$ cat src/rtl/yuv_to_rgb_pkg.sv
// Shared widths and channel indices for the YUV to RGB colour-space converter.
package yuv_to_rgb_pkg;

    localparam int COEF_W    = 8;
    localparam int COEF_FRAC = 6;
    localparam int PIX_W     = 8;
    localparam int OUT_W     = 7;
    localparam int SUM_W     = 18;
    localparam int NUM_CH    = 3;

    // Round-half-up bias and shift applied to the Q1.6 weighted sum.
    localparam int RND_BIAS  = 1 << COEF_FRAC;
    localparam int RND_SHIFT = COEF_FRAC + 1;

    typedef enum logic [1:0] {
        CH_R = 2'd0,
        CH_G = 2'd1,
        CH_B = 2'd2
    } channel_e;

endpackage

$ cat src/rtl/yuv_mac_channel.sv
// One colour channel: three registered Q1.6 products, then sum, round and
// clamp into the channel output register.
module yuv_mac_channel
    import yuv_to_rgb_pkg::*;
(
    input  logic               clk,
    input  logic               rst,
    input  logic               load_en_i,
    input  logic               out_en_i,
    input  logic [COEF_W-1:0]  coef_y_i,
    input  logic [COEF_W-1:0]  coef_u_i,
    input  logic [COEF_W-1:0]  coef_v_i,
    input  logic [PIX_W-1:0]   y_i,
    input  logic [PIX_W-1:0]   u_i,
    input  logic [PIX_W-1:0]   v_i,
    output logic [OUT_W-1:0]   chan_o
);

    logic signed [SUM_W-1:0] y_ext, u_ext, v_ext;
    logic signed [SUM_W-1:0] cy_ext, cu_ext, cv_ext;
    logic signed [SUM_W-1:0] prod_y_d, prod_u_d, prod_v_d;
    logic signed [SUM_W-1:0] prod_y_q, prod_u_q, prod_v_q;
    logic signed [SUM_W-1:0] sum, rounded, shifted;
    logic [OUT_W-1:0]        chan_d, chan_q;

    // Y is unsigned luma; U, V and every coefficient are two's complement.
    assign y_ext  = SUM_W'($signed({1'b0, y_i}));
    assign u_ext  = SUM_W'($signed(u_i));
    assign v_ext  = SUM_W'($signed(v_i));
    assign cy_ext = SUM_W'($signed(coef_y_i));
    assign cu_ext = SUM_W'($signed(coef_u_i));
    assign cv_ext = SUM_W'($signed(coef_v_i));

    assign prod_y_d = cy_ext * y_ext;
    assign prod_u_d = cu_ext * u_ext;
    assign prod_v_d = cv_ext * v_ext;

    assign sum     = prod_y_q + prod_u_q + prod_v_q;
    assign rounded = sum + SUM_W'(RND_BIAS);
    assign shifted = rounded >>> RND_SHIFT;

    // Negative results saturate to zero, anything above the output range to all ones.
    always_comb begin
        chan_d = shifted[OUT_W-1:0];
        if (shifted[SUM_W-1]) begin
            chan_d = '0;
        end else if (|shifted[SUM_W-2:OUT_W]) begin
            chan_d = '1;
        end
    end

    always_ff @(posedge clk or posedge rst) begin
        if (rst) begin
            prod_y_q <= '0;
            prod_u_q <= '0;
            prod_v_q <= '0;
            chan_q   <= '0;
        end else begin
            if (load_en_i) begin
                prod_y_q <= prod_y_d;
                prod_u_q <= prod_u_d;
                prod_v_q <= prod_v_d;
            end
            if (out_en_i) begin
                chan_q <= chan_d;
            end
        end
    end

    assign chan_o = chan_q;

endmodule

$ cat src/rtl/yuv_to_rgb.sv
// Joins Y/U/V pixel streams, applies a loadable 3x3 Q1.6 matrix and emits packed
// 7-bit RGB through a two-stage pipeline with valid/ready flow control.
module yuv_to_rgb
    import yuv_to_rgb_pkg::*;
(
    input  logic                  clk,
    input  logic                  rst,
    input  logic                  y_valid,
    output logic                  y_ready,
    input  logic [PIX_W-1:0]      y_data,
    input  logic                  u_valid,
    output logic                  u_ready,
    input  logic [PIX_W-1:0]      u_data,
    input  logic                  v_valid,
    output logic                  v_ready,
    input  logic [PIX_W-1:0]      v_data,
    input  logic                  coeffs_valid,
    output logic                  coeffs_ready,
    input  logic [9*COEF_W-1:0]   coeffs_data,
    output logic                  rgb_valid,
    input  logic                  rgb_ready,
    output logic [3*OUT_W-1:0]    rgb_data
);

    logic [9*COEF_W-1:0] coef_q, coef_d;
    logic                loaded_q, loaded_d;
    logic                s1_valid_q, s1_valid_d;
    logic                rgb_valid_q, rgb_valid_d;
    logic                advance, coef_xfer, fire;
    logic [OUT_W-1:0]    chan_out [NUM_CH];

    assign advance      = !rgb_valid_q || rgb_ready;
    // Coefficients only change while nothing is in flight, so every pixel sees one matrix.
    assign coeffs_ready = !s1_valid_q && !rgb_valid_q;
    assign coef_xfer    = coeffs_valid && coeffs_ready;
    assign fire         = loaded_q && y_valid && u_valid && v_valid && advance && !coef_xfer;

    assign y_ready = fire;
    assign u_ready = fire;
    assign v_ready = fire;

    always_comb begin
        coef_d      = coef_q;
        loaded_d    = loaded_q;
        s1_valid_d  = s1_valid_q;
        rgb_valid_d = rgb_valid_q;
        if (coef_xfer) begin
            coef_d   = coeffs_data;
            loaded_d = 1'b1;
        end
        if (advance) begin
            s1_valid_d  = fire;
            rgb_valid_d = s1_valid_q;
        end
    end

    always_ff @(posedge clk or posedge rst) begin
        if (rst) begin
            coef_q      <= '0;
            loaded_q    <= 1'b0;
            s1_valid_q  <= 1'b0;
            rgb_valid_q <= 1'b0;
        end else begin
            coef_q      <= coef_d;
            loaded_q    <= loaded_d;
            s1_valid_q  <= s1_valid_d;
            rgb_valid_q <= rgb_valid_d;
        end
    end

    // Channel gi uses coefficients 3*gi .. 3*gi+2 (weights for Y, U, V).
    for (genvar gi = 0; gi < NUM_CH; gi++) begin : g_ch
        localparam int BASE = gi * 3 * COEF_W;
        yuv_mac_channel u_ch (
            .clk       (clk),
            .rst       (rst),
            .load_en_i (fire),
            .out_en_i  (advance && s1_valid_q),
            .coef_y_i  (coef_q[BASE +: COEF_W]),
            .coef_u_i  (coef_q[BASE + COEF_W +: COEF_W]),
            .coef_v_i  (coef_q[BASE + 2*COEF_W +: COEF_W]),
            .y_i       (y_data),
            .u_i       (u_data),
            .v_i       (v_data),
            .chan_o    (chan_out[gi])
        );
    end

    assign rgb_valid = rgb_valid_q;
    assign rgb_data  = {chan_out[CH_R], chan_out[CH_G], chan_out[CH_B]};

endmodule

$ cat config.mk
export PLATFORM = sky130hd
export DESIGN_NAME = yuv_to_rgb
export DESIGN_NICKNAME = d
export VERILOG_FILES = /design/src/rtl/yuv_to_rgb_pkg.sv /design/src/rtl/yuv_mac_channel.sv /design/src/rtl/yuv_to_rgb.sv
export SDC_FILE = /design/constraint.sdc
export NUM_CORES = 2
export LEC_CHECK = 0
export BUFFER_PORTS_ARGS = -buffer_cell sky130_fd_sc_hd__buf_2
export CAP_MARGIN = 20
export CORE_MARGIN = 10
export CORE_UTILIZATION = 45
export DETAILED_ROUTE_END_ITERATION = 10
export PLACE_DENSITY = 0.71
export SYNTH_ARGS = -nofsm -noshare
export SYNTH_HDL_FRONTEND = slang
export SYNTH_SLANG_ARGS = --single-unit
$ cat constraint.sdc
create_clock -name clk -period 12.1 [get_ports clk]
set_clock_uncertainty 0.05 [all_clocks]
set_input_delay 2.42 -clock clk [delete_from_list [all_inputs] [get_ports clk]]
set_output_delay 2.42 -clock clk [all_outputs]
set_load 0.05 [all_outputs]
Yosys cells after proc, flatten, opt, wreduce, memory -nomap -nowiden
Index checks and enable logic that the tools add are counted.

Register bits: 258. Latch bits: 0. RAM bits: 0. Memory bits (read-only): 0. Output and inout bits: 26. Memories: 0.

Add/subtract/negate cells: 9. Multipliers: 9. Divide/modulo/power cells: 0. Magnitude comparators: 0. Equality and inequality tests: 0. Shifts and indexed selects: 0. Mux-type cells: 6. Bitwise logic cells: 0. Reduce and logical (&&, ||, !) cells: 15.

Operators with widths (number): adder 18 bit (6); multiplier 8 x 8 -> 16 bit (6); adder 18 x 8 -> 18 bit (second input constant) (3); multiplier 8 x 9 -> 17 bit (3); two-way mux 7 bit (6); OR reduction 4 bit (3); logical AND 1 bit (8); zero test 1 bit (3); logical OR 1 bit (1).

Logic depth before layout (Yosys ltp)
Depth after elaboration: 6. Gate-level depth with buffers: 20. Depth with buffers taken out: 19.

Hierarchy
Synthesis repeated with hierarchy kept, for this count alone.

Cells, all modules: 3351. Area, all modules: 33881.2 sq um.

By module, submodules not included: yuv_mac_channel at g_ch[0].u_ch (times used 1, cells each 1069, area an instance 10326.2 sq um, seq. area each 1401.3 sq um); yuv_mac_channel at g_ch[2].u_ch (times used 1, cells each 1058, area an instance 10269.8 sq um, seq. area each 1401.3 sq um); yuv_mac_channel at g_ch[1].u_ch (times used 1, cells each 1054, area an instance 10146.0 sq um, seq. area each 1401.3 sq um); yuv_to_rgb (times used 1, cells each 170, area an instance 3139.3 sq um, seq. area each 1876.8 sq um).

Worst setup path after synthesis
No wires, ideal clock.

Kind: in2reg. Start: input port v_data[2]. End: register g_ch[0].u_ch.prod_v_q[14]. Arrival time: 6.567 ns. Data required time: 11.981 ns. Setup slack: 5.414 ns. Stages on the path: 19. Path buffers: 1. Path through: clkbuf_1 > and2_1 > fa_1 > inv_1 > fa_1 > inv_1 > fa_1 > inv_1 > fa_1 > inv_1 > ha_1 > o21ai_1 > nand2b_1 > a21o_1 > a21o_1 > a21o_1 > a31o_1 > or4_1 > nand3_1.

Word-level cells in the longest chain between the ends: 1.

RTL lines: start: declaration (line yuv_to_rgb.sv:16) `input logic [PIX_W-1:0] v_data,`; multiplier 8 x 8 -> 16 bit (line yuv_mac_channel.sv:36) `assign prod_v_d = cv_ext * v_ext;`; end signal: assignment (line yuv_mac_channel.sv:62) `prod_v_q <= prod_v_d;`; end: declaration (line yuv_mac_channel.sv:22) `logic signed [SUM_W-1:0] prod_y_q, prod_u_q, prod_v_q;`.

No other way between the ends. A chain may end at the register's enable or synchronous reset.

Worst setup path in the final report
Start: input port v_data[3]. End: register g_ch[0].u_ch.prod_v_q[14].

The elaborated chain is that of the path after synthesis.

==> reports/qor.csv <==
stage,metric,value,unit
hold_path,hold_start,loaded_q,
detailed_routing,avgViaCountPerCell,5.03,
floorplan,fp.dieW,293,um
timing,drv_slew,0,
logic_synthesis,syn_nets,4478,
logic_synthesis,synth-edff-count,0,
detailed_routing,vias,22900,
placement,place_congestion,0.841,
timing,worst_pin_slew,0.930,ns
global_route,grt.total_usage,17.7,%
clocking,htreeDepth,2,
detailed_routing,drc,0,
global_route,met2_usage,28.6,%
cells_and_area,fin_nets,4548,
logic_synthesis,synth_top_area_share,29.3,%
logic_synthesis,synthTopCellsByArea,"fa_1, dfrtp_1, ha_1",
clocking,cts_max_path_buffers,3,
global_route,grt_max_degree,226,
clocking,cts_root_buf,clkbuf_16,
critical_path,rrSetupSlack,7.21,ns
logic_synthesis,synthArstFlopShare,100,%
global_route,grt_pass1_vias,24400,
timing,rsz0062_at_grt,false,
cells_and_area,nFillCells,6875,
floorplan,placementRows,99,
timing,relSlewSlack,38.0,%
clocking,clk_latency,0.56,ns
logic_synthesis,synth_common_cells,"inv_1, fa_1, ha_1, nand2_1, and2_1",
critical_path,crit_type,input port to flip-flop,
global_route,antenna_found_initial,2,
detailed_routing,drt_iter0_markers,1003,
critical_path,reg2reg_to,g_ch[1].u_ch.prod_y_q[13],
detailed_routing,avgRoutedWirePerCell,16.1,um
cells_and_area,stdcell_area,36100,sq um
critical_path,crit_start,v_data[3],
clocking,cts_hold_buf,0,
clocking,cts_sinks,243,
global_route,met3_usage,3.22,%
critical_path,rr_worst_depth,17,
logic_synthesis,synth_top_cell_by_area,fa_1,
logic_synthesis,synth.avg_cell_area,9.57,sq um
global_route,grt_pass1_wl,124000,um
critical_path,worstReg2RegStart,coef_q[31],
critical_path,critPathCaptureType,flip-flop,
logic_synthesis,synth_cell_types,61,
logic_synthesis,synth_area,33400,sq um
floorplan,core,73300,sq um
detailed_routing,firstDrtPassIters,5,
clocking,cts_resized,0,
placement,placed_area,34900,sq um
detailed_routing,routed_wl,73100,um
flow_run,drv_cap,0,
critical_path,cp-endpoint,g_ch[0].u_ch.prod_v_q[14],
critical_path,critical_path_arrival,6.96,ns
critical_path,startpoint_type,input port,
clocking,clk_pin_slew,0.06,ns
global_route,grtUsageMet1,23.9,%
floorplan,die_area,85600,sq um
detailed_routing,drtAntennaViolNets,0,
cells_and_area,area_delta_synth_final,8.02,%
clocking,post-cts-setup-buffers,0,
logic_synthesis,yosysWarnings,0,
logic_synthesis,yosys_most_used_dff,dfrtp_1,
logic_synthesis,synth.most_common_cell,inv_1,
global_route,grt_overflow,0,
hold_path,hp-class,flip-flop to flip-flop,
logic_synthesis,syn_inst,3493,
logic_synthesis,ys_seq_elements,243,
logic_synthesis,ys_seq_area_share,18.2,%
critical_path,required,12.55,ns
clocking,cts_tree,done,
placement,dpl.cell_count,4485,
timing,period_share,53.8,%
placement,place.port_buffers,128,
floorplan,dieHeight,293,um
placement,dp_hpwl,57800,um
floorplan,io_pins,129,
critical_path,cp_max_fo,24,
floorplan,start_util,45.6,%
timing,hold_viol_final,0,
timing,fin_setup_tns,0,ns
status,status,finished clean,
global_route,busiest_layer,met2,
timing,finalSetupViolCount,0,
cells_and_area,drive_above_1_share,8.64,%
timing,period_needed,6.51,ns
cells_and_area,final_cells,4548,
clocking,cts_buffers,35,
timing,fmax,0.154,GHz
logic make-up after synthesis:
kind of cell	share of synthesized area [%]
simple gates	15.5
fa+ha+maj	44.0
buf+inv	8.91
compound gates	6.54
flops	18.2
xor+xnor	4.14
mux	2.71
per-layer routing:
metal / part of all wire (%) / wire [um]
met3: 4.9 / 3570
met5: 0 / 0
met1: 46 / 33800
met4: 2.9 / 2090
met2: 46 / 33600
flip-flops by register name, indices dropped and copies added (netlist names):
signal,cells
coef_q,72
g_ch.u_ch.prod_y_q,51
g_ch.u_ch.prod_u_q,48
g_ch.u_ch.prod_v_q,48
g_ch.u_ch.chan_o,21
loaded_q,1
rgb_valid,1
s1_valid_q,1
how the worst min path moves through the flow:
stage                                to  slack (ns)  cells past startpoint
2_1_floorplan  g_ch[0].u_ch.prod_y_q[0]        0.39                      2
3_3_place_gp                   loaded_q        0.41                      1
3_5_place_dp   g_ch[1].u_ch.prod_u_q[0]        0.42                      2
4_1_cts        g_ch[1].u_ch.prod_u_q[0]        0.43                      2
5_1_grt                        loaded_q        0.47                      1
6_report                       loaded_q        0.43                      1
layout by cell type, fill, tap and decap left out, drive strengths merged, types with 75 or more instances in the layout:
cell type / n
and2: 377
buf: 134
dfrtp: 243
fa: 489
ha: 393
inv: 687
mux2: 75
nand2: 381
o21ai: 126
xnor2: 120
critical path, cell delays in order:
cell	delay (ns)
buf_2	0.29
and2_1	0.27
fa_1	0.50
inv_1	0.05
fa_1	0.53
inv_1	0.05
fa_1	0.49
inv_1	0.05
fa_1	0.48
inv_1	0.04
ha_1	0.30
o21ai_1	0.10
nand2b_1	0.10
a21o_1	0.18
a21o_1	0.20
a21o_1	0.19
a31o_1	0.22
or4_1	0.40
nand3_1	0.09
per-stage QoR:
stage | worst slack [ns] | hold WS (ns) | util [%]
after global routing | 5.28 | 0.466 | 49.2
after global placement | 5.04 | 0.407 | 47.6
after detailed placement | 4.98 | 0.419 | 47.6
final | 5.59 | 0.427 | 49.2
after CTS | 5.58 | 0.433 | 49.2
after floorplan | 2.96 | 0.389 | -
area by class of cell:
| type | instances | area (sq um) | share of cell area [%] |
|---|---|---|---|
| multi-input cells | 2466 | 24400 | 67.5 |
| flip-flops and latches | 243 | 6080 | 16.8 |
| inverters | 683 | 2570 | 7.12 |
| well taps | 959 | 1200 | 3.32 |
| clock buffers | 42 | 942 | 2.61 |
| repair buffers | 134 | 698 | 1.93 |
| clock inverters | 20 | 238 | 0.658 |
| diodes | 1 | 2.50 | 0.00693 |
Power is not shown: default switching activity piles up to over one toggle a cycle in this logic, so the estimate is an artifact.
